--- src/rtl/mc_ctrl_pkg.sv ---
// Shared encodings for the multi-cycle MIPS-subset control unit: states, opcodes, functs and select codes.
// Optional instruction counter is enabled by defining MC_CTRL_PERF_CNT_EN.
package mc_ctrl_pkg;

    typedef logic [5:0] opcode_t;
    typedef logic [5:0] funct_t;
    typedef logic [2:0] alu_ctrl_t;
    typedef logic [1:0] src_b_t;
    typedef logic [1:0] pc_src_t;

    typedef enum logic [3:0] {
        S_IF,
        S_ID,
        S_MEM_ADDR,
        S_MEM_RD,
        S_MEM_WR,
        S_WB_MEM,
        S_EX_R,
        S_WB_R,
        S_EX_I,
        S_WB_I,
        S_BR,
        S_JMP
    } state_t;

    localparam opcode_t OP_RTYPE = 6'b000000;
    localparam opcode_t OP_LW    = 6'b100011;
    localparam opcode_t OP_SW    = 6'b101011;
    localparam opcode_t OP_ADDI  = 6'b001000;
    localparam opcode_t OP_BEQ   = 6'b000100;
    localparam opcode_t OP_J     = 6'b000010;

    localparam funct_t FN_ADD = 6'b100000;
    localparam funct_t FN_SUB = 6'b100010;
    localparam funct_t FN_AND = 6'b100100;
    localparam funct_t FN_OR  = 6'b100101;
    localparam funct_t FN_SLT = 6'b101010;

    localparam alu_ctrl_t ALU_AND = 3'b000;
    localparam alu_ctrl_t ALU_OR  = 3'b001;
    localparam alu_ctrl_t ALU_ADD = 3'b010;
    localparam alu_ctrl_t ALU_SUB = 3'b110;
    localparam alu_ctrl_t ALU_SLT = 3'b111;

    localparam src_b_t SRCB_B      = 2'b00;
    localparam src_b_t SRCB_INC    = 2'b01;
    localparam src_b_t SRCB_IMM    = 2'b10;
    localparam src_b_t SRCB_IMM_SH = 2'b11;

    localparam pc_src_t PCSRC_ALU    = 2'b00;
    localparam pc_src_t PCSRC_ALUOUT = 2'b01;
    localparam pc_src_t PCSRC_JUMP   = 2'b10;

    // Byte step the datapath applies to PC when alu_src_b selects SRCB_INC.
    localparam int PC_INC = 4;

    // States whose exit to IF retires an instruction (MEM_WR only once memory is ready).
    function automatic logic is_completing(input state_t s);
        return (s == S_WB_R) || (s == S_WB_I) || (s == S_WB_MEM) ||
               (s == S_MEM_WR) || (s == S_BR) || (s == S_JMP);
    endfunction

endpackage

--- src/rtl/mc_ctrl_fsm_if.sv ---
// Control/status bundle between the control FSM (master) and the project3 datapath (slave).
// Unaffected by MC_CTRL_PERF_CNT_EN.
interface mc_ctrl_fsm_if;
    import mc_ctrl_pkg::*;

    opcode_t   opcode;
    funct_t    funct;
    logic      zero;
    logic      mem_ready;

    logic      pc_ce;
    logic      ir_ce;
    logic      mdr_ce;
    logic      ab_ce;
    logic      alu_out_ce;
    logic      reg_we;
    logic      mem_rd;
    logic      mem_we;
    logic      i_or_d;
    logic      alu_src_a;
    src_b_t    alu_src_b;
    alu_ctrl_t alu_ctrl;
    pc_src_t   pc_src;
    logic      reg_dst;
    logic      mem_to_reg;
    logic      illegal;

    modport master (
        input  opcode, funct, zero, mem_ready,
        output pc_ce, ir_ce, mdr_ce, ab_ce, alu_out_ce, reg_we, mem_rd, mem_we,
               i_or_d, alu_src_a, alu_src_b, alu_ctrl, pc_src, reg_dst,
               mem_to_reg, illegal
    );

    modport slave (
        output opcode, funct, zero, mem_ready,
        input  pc_ce, ir_ce, mdr_ce, ab_ce, alu_out_ce, reg_we, mem_rd, mem_we,
               i_or_d, alu_src_a, alu_src_b, alu_ctrl, pc_src, reg_dst,
               mem_to_reg, illegal
    );

endinterface

--- src/rtl/mc_ctrl_alu_dec.sv ---
// R-type funct to ALU control decoder with a valid flag for unsupported functs.
// Unaffected by MC_CTRL_PERF_CNT_EN.
module mc_ctrl_alu_dec
    import mc_ctrl_pkg::*;
(
    input  funct_t    i_funct,
    output alu_ctrl_t o_alu_ctrl,
    output logic      o_valid
);

    always_comb begin
        o_alu_ctrl = ALU_AND;
        o_valid    = 1'b1;
        case (i_funct)
            FN_ADD:  o_alu_ctrl = ALU_ADD;
            FN_SUB:  o_alu_ctrl = ALU_SUB;
            FN_AND:  o_alu_ctrl = ALU_AND;
            FN_OR:   o_alu_ctrl = ALU_OR;
            FN_SLT:  o_alu_ctrl = ALU_SLT;
            default: o_valid    = 1'b0;
        endcase
    end

endmodule

--- src/rtl/mc_ctrl_fsm.sv ---
// Multi-cycle MIPS-subset control FSM driving datapath register CEs, memory requests and mux selects.
// Define MC_CTRL_PERF_CNT_EN to add the retired-instruction counter output instr_cnt.
module mc_ctrl_fsm
    import mc_ctrl_pkg::*;
(
    input  logic clk,
    input  logic rst,
`ifdef MC_CTRL_PERF_CNT_EN
    output logic [31:0] instr_cnt,
`endif
    mc_ctrl_fsm_if.master ctrl
);

    state_t    r_state;
    state_t    w_next_state;
    alu_ctrl_t w_alu_ctrl;
    logic      w_funct_ok;

    mc_ctrl_alu_dec u_alu_dec (
        .i_funct    (ctrl.funct),
        .o_alu_ctrl (w_alu_ctrl),
        .o_valid    (w_funct_ok)
    );

    always_ff @(posedge clk) begin
        if (rst) begin
            r_state <= S_IF;
        end else begin
            r_state <= w_next_state;
        end
    end

    // Selects not used by a state rest at zero; reset overrides everything at the end.
    always_comb begin
        w_next_state    = r_state;
        ctrl.pc_ce      = 1'b0;
        ctrl.ir_ce      = 1'b0;
        ctrl.mdr_ce     = 1'b0;
        ctrl.ab_ce      = 1'b0;
        ctrl.alu_out_ce = 1'b0;
        ctrl.reg_we     = 1'b0;
        ctrl.mem_rd     = 1'b0;
        ctrl.mem_we     = 1'b0;
        ctrl.i_or_d     = 1'b0;
        ctrl.alu_src_a  = 1'b0;
        ctrl.alu_src_b  = SRCB_B;
        ctrl.alu_ctrl   = ALU_AND;
        ctrl.pc_src     = PCSRC_ALU;
        ctrl.reg_dst    = 1'b0;
        ctrl.mem_to_reg = 1'b0;
        ctrl.illegal    = 1'b0;

        case (r_state)
            S_IF: begin
                ctrl.mem_rd    = 1'b1;
                ctrl.alu_src_b = SRCB_INC;
                ctrl.alu_ctrl  = ALU_ADD;
                if (ctrl.mem_ready) begin
                    ctrl.ir_ce   = 1'b1;
                    ctrl.pc_ce   = 1'b1;
                    w_next_state = S_ID;
                end
            end
            S_ID: begin
                ctrl.ab_ce      = 1'b1;
                ctrl.alu_out_ce = 1'b1;
                ctrl.alu_src_b  = SRCB_IMM_SH;
                ctrl.alu_ctrl   = ALU_ADD;
                case (ctrl.opcode)
                    OP_RTYPE:     w_next_state = S_EX_R;
                    OP_LW, OP_SW: w_next_state = S_MEM_ADDR;
                    OP_ADDI:      w_next_state = S_EX_I;
                    OP_BEQ:       w_next_state = S_BR;
                    OP_J:         w_next_state = S_JMP;
                    default: begin
                        ctrl.illegal = 1'b1;
                        w_next_state = S_IF;
                    end
                endcase
            end
            S_EX_R: begin
                ctrl.alu_src_a  = 1'b1;
                ctrl.alu_out_ce = 1'b1;
                ctrl.alu_ctrl   = w_alu_ctrl;
                if (w_funct_ok) begin
                    w_next_state = S_WB_R;
                end else begin
                    ctrl.illegal = 1'b1;
                    w_next_state = S_IF;
                end
            end
            S_WB_R: begin
                ctrl.reg_we  = 1'b1;
                ctrl.reg_dst = 1'b1;
                w_next_state = S_IF;
            end
            S_EX_I: begin
                ctrl.alu_src_a  = 1'b1;
                ctrl.alu_src_b  = SRCB_IMM;
                ctrl.alu_ctrl   = ALU_ADD;
                ctrl.alu_out_ce = 1'b1;
                w_next_state    = S_WB_I;
            end
            S_WB_I: begin
                ctrl.reg_we  = 1'b1;
                w_next_state = S_IF;
            end
            S_MEM_ADDR: begin
                ctrl.alu_src_a  = 1'b1;
                ctrl.alu_src_b  = SRCB_IMM;
                ctrl.alu_ctrl   = ALU_ADD;
                ctrl.alu_out_ce = 1'b1;
                w_next_state    = (ctrl.opcode == OP_LW) ? S_MEM_RD : S_MEM_WR;
            end
            S_MEM_RD: begin
                ctrl.mem_rd = 1'b1;
                ctrl.i_or_d = 1'b1;
                ctrl.mdr_ce = ctrl.mem_ready;
                if (ctrl.mem_ready) begin
                    w_next_state = S_WB_MEM;
                end
            end
            S_MEM_WR: begin
                ctrl.mem_we = 1'b1;
                ctrl.i_or_d = 1'b1;
                if (ctrl.mem_ready) begin
                    w_next_state = S_IF;
                end
            end
            S_WB_MEM: begin
                ctrl.reg_we     = 1'b1;
                ctrl.mem_to_reg = 1'b1;
                w_next_state    = S_IF;
            end
            S_BR: begin
                ctrl.alu_src_a = 1'b1;
                ctrl.alu_ctrl  = ALU_SUB;
                ctrl.pc_src    = PCSRC_ALUOUT;
                ctrl.pc_ce     = ctrl.zero;
                w_next_state   = S_IF;
            end
            S_JMP: begin
                ctrl.pc_src  = PCSRC_JUMP;
                ctrl.pc_ce   = 1'b1;
                w_next_state = S_IF;
            end
            default: w_next_state = S_IF;
        endcase

        if (rst) begin
            ctrl.pc_ce      = 1'b0;
            ctrl.ir_ce      = 1'b0;
            ctrl.mdr_ce     = 1'b0;
            ctrl.ab_ce      = 1'b0;
            ctrl.alu_out_ce = 1'b0;
            ctrl.reg_we     = 1'b0;
            ctrl.mem_rd     = 1'b0;
            ctrl.mem_we     = 1'b0;
            ctrl.i_or_d     = 1'b0;
            ctrl.alu_src_a  = 1'b0;
            ctrl.alu_src_b  = SRCB_B;
            ctrl.alu_ctrl   = ALU_AND;
            ctrl.pc_src     = PCSRC_ALU;
            ctrl.reg_dst    = 1'b0;
            ctrl.mem_to_reg = 1'b0;
            ctrl.illegal    = 1'b0;
        end
    end

`ifdef MC_CTRL_PERF_CNT_EN
    logic [31:0] r_instr_cnt;
    logic        w_retire;

    // Illegal exits leave from ID/EX_R, which is_completing excludes.
    assign w_retire = (w_next_state == S_IF) && is_completing(r_state);

    always_ff @(posedge clk) begin
        if (rst) begin
            r_instr_cnt <= '0;
        end else if (w_retire) begin
            r_instr_cnt <= r_instr_cnt + 32'd1;
        end
    end

    assign instr_cnt = rst ? 32'd0 : r_instr_cnt;
`endif

endmodule

--- src/flat_wrapper.sv ---
// flat-port wrapper written by rule: the top's interface ports become plain ports
module mc_ctrl_fsm_flat import mc_ctrl_pkg::*;
  (clk, rst, ctrl_opcode, ctrl_funct, ctrl_zero, ctrl_mem_ready, ctrl_pc_ce, ctrl_ir_ce, ctrl_mdr_ce, ctrl_ab_ce, ctrl_alu_out_ce, ctrl_reg_we, ctrl_mem_rd, ctrl_mem_we, ctrl_i_or_d, ctrl_alu_src_a, ctrl_alu_src_b, ctrl_alu_ctrl, ctrl_pc_src, ctrl_reg_dst, ctrl_mem_to_reg, ctrl_illegal);
  mc_ctrl_fsm_if ctrl_i ();
  input  logic clk;
  input  logic rst;
  input wire logic [$bits(ctrl_i.opcode)-1:0] ctrl_opcode;
  input wire logic [$bits(ctrl_i.funct)-1:0] ctrl_funct;
  input wire logic [$bits(ctrl_i.zero)-1:0] ctrl_zero;
  input wire logic [$bits(ctrl_i.mem_ready)-1:0] ctrl_mem_ready;
  output wire logic [$bits(ctrl_i.pc_ce)-1:0] ctrl_pc_ce;
  output wire logic [$bits(ctrl_i.ir_ce)-1:0] ctrl_ir_ce;
  output wire logic [$bits(ctrl_i.mdr_ce)-1:0] ctrl_mdr_ce;
  output wire logic [$bits(ctrl_i.ab_ce)-1:0] ctrl_ab_ce;
  output wire logic [$bits(ctrl_i.alu_out_ce)-1:0] ctrl_alu_out_ce;
  output wire logic [$bits(ctrl_i.reg_we)-1:0] ctrl_reg_we;
  output wire logic [$bits(ctrl_i.mem_rd)-1:0] ctrl_mem_rd;
  output wire logic [$bits(ctrl_i.mem_we)-1:0] ctrl_mem_we;
  output wire logic [$bits(ctrl_i.i_or_d)-1:0] ctrl_i_or_d;
  output wire logic [$bits(ctrl_i.alu_src_a)-1:0] ctrl_alu_src_a;
  output wire logic [$bits(ctrl_i.alu_src_b)-1:0] ctrl_alu_src_b;
  output wire logic [$bits(ctrl_i.alu_ctrl)-1:0] ctrl_alu_ctrl;
  output wire logic [$bits(ctrl_i.pc_src)-1:0] ctrl_pc_src;
  output wire logic [$bits(ctrl_i.reg_dst)-1:0] ctrl_reg_dst;
  output wire logic [$bits(ctrl_i.mem_to_reg)-1:0] ctrl_mem_to_reg;
  output wire logic [$bits(ctrl_i.illegal)-1:0] ctrl_illegal;
  assign ctrl_i.opcode = ctrl_opcode;
  assign ctrl_i.funct = ctrl_funct;
  assign ctrl_i.zero = ctrl_zero;
  assign ctrl_i.mem_ready = ctrl_mem_ready;
  assign ctrl_pc_ce = ctrl_i.pc_ce;
  assign ctrl_ir_ce = ctrl_i.ir_ce;
  assign ctrl_mdr_ce = ctrl_i.mdr_ce;
  assign ctrl_ab_ce = ctrl_i.ab_ce;
  assign ctrl_alu_out_ce = ctrl_i.alu_out_ce;
  assign ctrl_reg_we = ctrl_i.reg_we;
  assign ctrl_mem_rd = ctrl_i.mem_rd;
  assign ctrl_mem_we = ctrl_i.mem_we;
  assign ctrl_i_or_d = ctrl_i.i_or_d;
  assign ctrl_alu_src_a = ctrl_i.alu_src_a;
  assign ctrl_alu_src_b = ctrl_i.alu_src_b;
  assign ctrl_alu_ctrl = ctrl_i.alu_ctrl;
  assign ctrl_pc_src = ctrl_i.pc_src;
  assign ctrl_reg_dst = ctrl_i.reg_dst;
  assign ctrl_mem_to_reg = ctrl_i.mem_to_reg;
  assign ctrl_illegal = ctrl_i.illegal;
  mc_ctrl_fsm u_core (.clk(clk), .rst(rst), .ctrl(ctrl_i));
endmodule
--- config.mk ---
export PLATFORM = sky130hd
export DESIGN_NAME = mc_ctrl_fsm_flat
export DESIGN_NICKNAME = d
export VERILOG_FILES = /design/src/rtl/mc_ctrl_pkg.sv /design/src/rtl/mc_ctrl_fsm_if.sv /design/src/rtl/mc_ctrl_alu_dec.sv /design/src/rtl/mc_ctrl_fsm.sv /design/src/flat_wrapper.sv
export SDC_FILE = /design/constraint.sdc
export NUM_CORES = 1
export LEC_CHECK = 0
export ABC_AREA = 0
export CORE_MARGIN = 3
export CORE_UTILIZATION = 38
export DETAILED_ROUTE_END_ITERATION = 7
export PLACE_DENSITY = 0.78
export SLEW_MARGIN = 20
export SYNTH_ARGS = -nofsm -noshare
export SYNTH_HDL_FRONTEND = slang
export SYNTH_SLANG_ARGS = --single-unit
--- constraint.sdc ---
create_clock -name clk -period 1.81 [get_ports clk]
set_input_delay 0.362 -clock clk [delete_from_list [all_inputs] [get_ports clk]]
set_output_delay 0.362 -clock clk [all_outputs]
set_load 0.1 [all_outputs]
==> summary.md, run 1 <==
| Metric | Value |
|---|---|
| Status | `did not finish` |
| Failed at | `detailed placement (3_5_place_dp)` |
| Err | `[ERROR DPL-0038] Utilization greater than 100%, impossible to legalize` |
| Synth Net Count | `116` |
| Die Y | `48.2 um` |
| FP Rows | `14` |
| Compound-Gate Fraction of Synth Area | `0.268` |
| Avg Synthesized Cell Area | `6.77 um2` |
| Syn Std Cell Area | `677 um2` |
| Synth area leader | `dfxtp_1` |
| Initial Util | `0.425` |
| Chip width | `48.2 um` |
| Most frequent cell after synthesis | `nor2_1` |
| Gate count of the mapped netlist | `100` |
| Register area share after synthesis | `0.118` |
| Library cells used by synthesis | `40` |
| Synthesized flop and latch total | `4` |
| Largest family of logic cells by synthesized area | `simple AND/OR/NAND/NOR gates` |
| Syn. warnings | `0` |
| Top FF cell, synth | `dfxtp_1` |
| Post-Synth Simple-Gate Area | `0.440` |
| # port buffers | `35` |
| Top post-synthesis cells by count | `nor2_1, nand2_1, or3_1, a21oi_1, mux2i_1` |
| Num ports | `36` |
| Xor/xnor cell area share of the yosys netlist | `0.0259` |
| Largest cells by area after synthesis | `dfxtp_1, nor2_1, mux2i_1` |
| EDFF count, synth | `0` |
| Synth Area in Adders | `0` |
| Ys async rst share | `0` |
| GP Congestion | `0.854` |
| Multiplexer share of the synthesized area | `0.0906` |
| Top-area cell type share of the netlist area | `0.118` |
## per-stage QoR
step / area [um2] / hold slack [ns]
floorplan: 872 / 0.569
global placement: 1620 / 0.603
## kinds of logic after synthesis
kind of cell | count (synthesis)
flops | 4
simple gates | 54
xor+xnor | 2
buf+inv | 8
compound gates | 26
mux | 6
==> run 2: changes to the inputs <==
Settings changed: CORE_AREA set to 3 3 64 66, CORE_MARGIN 3 to unset, CORE_UTILIZATION 38 to unset, DIE_AREA set to 0 0 67 69, PLACE_DENSITY 0.78 to unset, PLACE_DENSITY_LB_ADDON set to 0.15.
==> summary.md, run 2 <==
| Metric | Value |
|---|---|
| Register area share after synthesis | `0.118 (unchanged)` |
| Startpoint Class | `flop` |
| Via density | `between 4 and 5` |
| Crit path max fanout | `5` |
| CP required | `1.45 ns` |
| CTS Buf Count | `3` |
| Num ports | `36 (unchanged)` |
| Avg Synthesized Cell Area | `6.77 um2 (unchanged)` |
| Top post-synthesis cells by count | `nor2_1, nand2_1, or3_1, a21oi_1, mux2i_1 (unchanged)` |
| Hold Vio Cnt, Final | `0` |
| Gate count of the mapped netlist | `100 (unchanged)` |
| Worst setup path class | `flop to output pin` |
| Number of global-route vias before repair | `1025` |
| Die ar. | `~0.0046 mm2` |
| Max reg flops | `4` |
| Sw power | `between 200 and 300 uW` |
| Ys async rst share | `0 (unchanged)` |
| Final ANT Viol Nets | `0` |
| Synthesized flop and latch total | `4 (unchanged)` |
| Max Root-Sink Buffers | `2` |
| DRT iter0 DRCs | `47` |
| Clock tree from TritonCTS | `yes` |
| Largest cells by area after synthesis | `dfxtp_1, nor2_1, mux2i_1 (unchanged)` |
| Total GRT Usage | `0.124` |
| Clock insertion delay at the later pin of the skew report | `0.22 ns` |
| LEAKAGE | `between 0.7 and 0.8 nW` |
| Max Clock Freq | `525 MHz` |
| Reg with most FFs | `u_core.r_state` |
| Status | `complete, but fails checks (was did not finish)` |
| # port buffers | `35 (unchanged)` |
| Failing checks | `setup timing` |
| Most frequent cell after synthesis | `nor2_1 (unchanged)` |
| Fin cells | `221` |
| Routed vias | `around 1000` |
| H-tree lvl count | `1` |
| PD cells | `359 mW/mm2` |
| Syn Std Cell Area | `677 um2 (unchanged)` |
| Fill count | `348` |
| Skew final | `slightly above 0.005 ns` |
| Arrival time of the worst setup path | `1.54 ns` |
| Initial Util | `0.186 (was 0.425)` |
| HP Class | `input pin to flop` |
| Number of diodes | `0` |
| Syn. warnings | `0 (unchanged)` |
| Final min period | `1.90 ns` |
| Initial antenna violation count | `0` |
| RSZ-0062 raised after global routing | `true` |
| Max Slew Vio Count | `0` |
| EDFF count, synth | `0 (unchanged)` |
| Regs by FF count | `u_core.r_state: 4 flops` |
| Global-route wire length before repair | `around 4.6 mm` |
| Drt pass-1 iters | `4` |
| Worst R2R Start | `u_core.r_state[1]` |
| Avg WL per Cell | `13.5 um` |
| Crit. End Element | `output pin` |
| Flop pwr share | `0.140` |
| Top-area cell type share of the netlist area | `0.118 (unchanged)` |
| Final worst slack | `-0.0940 ns` |
| Commonest cells after routing, fill and taps aside | `buf_4, buf_12, nor2_4` |
| Core area | `approximately 0.0036 mm2` |
| Combinational power share | `0.582` |
| Post-placement cell count | `209` |
| Max-Slew Margin vs Limit | `0.783` |
| Max-cap viol count | `0` |
| Max IR drop VDD | `around 330 uV` |
| Detailed Place HPWL | `2.25 mm` |
| Final WL | `~3 mm` |
| Synth area leader | `dfxtp_1 (unchanged)` |
| Tcrit/Tclk final | `1.05` |
| Internal Power | `401 uW` |
| GP Congestion | `0.803 (was 0.854)` |
| Library cells used by synthesis | `40 (unchanged)` |
| Slew @ Worst Pin | `between 0.3 and 0.4 ns` |
| Top FF cell, synth | `dfxtp_1 (unchanged)` |
| Synth Net Count | `116 (unchanged)` |
| CTS Root Cell | `clkbuf_8` |
| Clock transition at path regs | `0.03 ns` |
| Chip width | `67 um (was 48.2 um)` |
| Nets@finish | `191` |
| Final setup fails | `8` |
| Hold Path Origin | `rst` |
| Fraction of layout cells with a size suffix above 1 | `0.705` |
| CTS sink cnt | `4` |
| Clock network power share | `0.278` |
| Largest net degree at the start of global routing | `10` |
| FP Rows | `22 (was 14)` |
| Commonest non-fill, non-tap cell in the layout | `buf_4` |
| Dpl ws | `-0.500 ns` |
| CP startpoint | `u_core.r_state[3]` |
| Die Y | `69 um (was 48.2 um)` |
| DRC viols | `0` |
| Area growth from synthesis to layout | `175%` |
| Gr ovfl total | `0` |
| Finished Core Util | `0.512` |
| Sw frac | `0.400` |
run 2: cell counts after synthesis:
Identical to the previous run, type by type.
run 2: area by class of cell:
| class | instances | area (um2) | share of cell area |
|---|---|---|---|
| clock buffer | 3 | 41.3 | 0.0222 |
| multi-input combinational | 88 | 813 | 0.437 |
| sequential | 4 | 95.1 | 0.0511 |
| inverter | 1 | 3.75 | 0.00202 |
| tap | 48 | 60.1 | 0.0323 |
| timing repair buffer | 77 | 846 | 0.455 |
run 2: kinds of logic (layout without fill, tap and decap cells):
logic type | Yosys count | in the layout | share of synthesized area
AOI/OAI and AO/OA | 26 | 26 | 0.268
xor gates and xnor gates | 2 | 2 | 0.0259
buffers and inverters | 8 | 81 | 0.0573
DFF | 4 | 4 | 0.118
muxes | 6 | 6 | 0.0906
and+or+nand+nor | 54 | 54 | 0.440
run 2: worst max-delay path: stages (launching register included):
cell and delay, ns:
dfxtp_4 0.36, or3_4 0.38, buf_6 0.14, nor2_4 0.08, a32o_2 0.20, buf_12 0.17
run 2: repair_timing:
action | CTS | global route
buffers inserted | 6 | 3
hold buffers | 0 | 0
pin swaps | 18 | 13
gates resized for setup | 58 | 12
endpoints found under the setup margin | 20 | 15
run 2: worst paths after layout:
path / to / slack (ns) / depth (start not counted)
setup reg to reg: u_core.r_state[2] / 0.32 / 6
setup / recovery: ctrl_illegal / -0.09 / 5
hold reg to reg: u_core.r_state[2] / 0.70 / 4
hold / removal: u_core.r_state[2] / 0.62 / 5
run 2: stage by stage:
step	hold slack [ns]	power (mW)	cell area, um2	TNS [ns]
after global placement	0.624	0.464	1660	-6.00
after detailed placement	0.617	0.466	1660	-6.58
after CTS	0.613	0.669	1820	-0.566
after floorplan	0.569	0.308	872	-5.93
final	0.620	0.668	1860	-0.438
after global routing	0.641	0.699	1860	-0.845
run 2: power groups by stage:
stage / clock network, mW / registers, mW / logic [mW]
after global routing: 0.198 / 0.0947 / 0.406
final: 0.186 / 0.0937 / 0.389
after detailed placement: 0 / 0.101 / 0.365
after global placement: 0 / 0.102 / 0.363
after CTS: 0.193 / 0.0949 / 0.382
after floorplan: 0 / 0.0965 / 0.211
run 2: routing by layer:
metal	track usage	share of wire	vias to the layer above
met2	0.233	0.55	37
met5	0	0	-
met3	0.0114	0.052	4
met4	0.0405	0.0084	0
met1	0.139	0.39	480
li1	-	-	520
No activity file was read; power rests on OpenSTA's default activity.
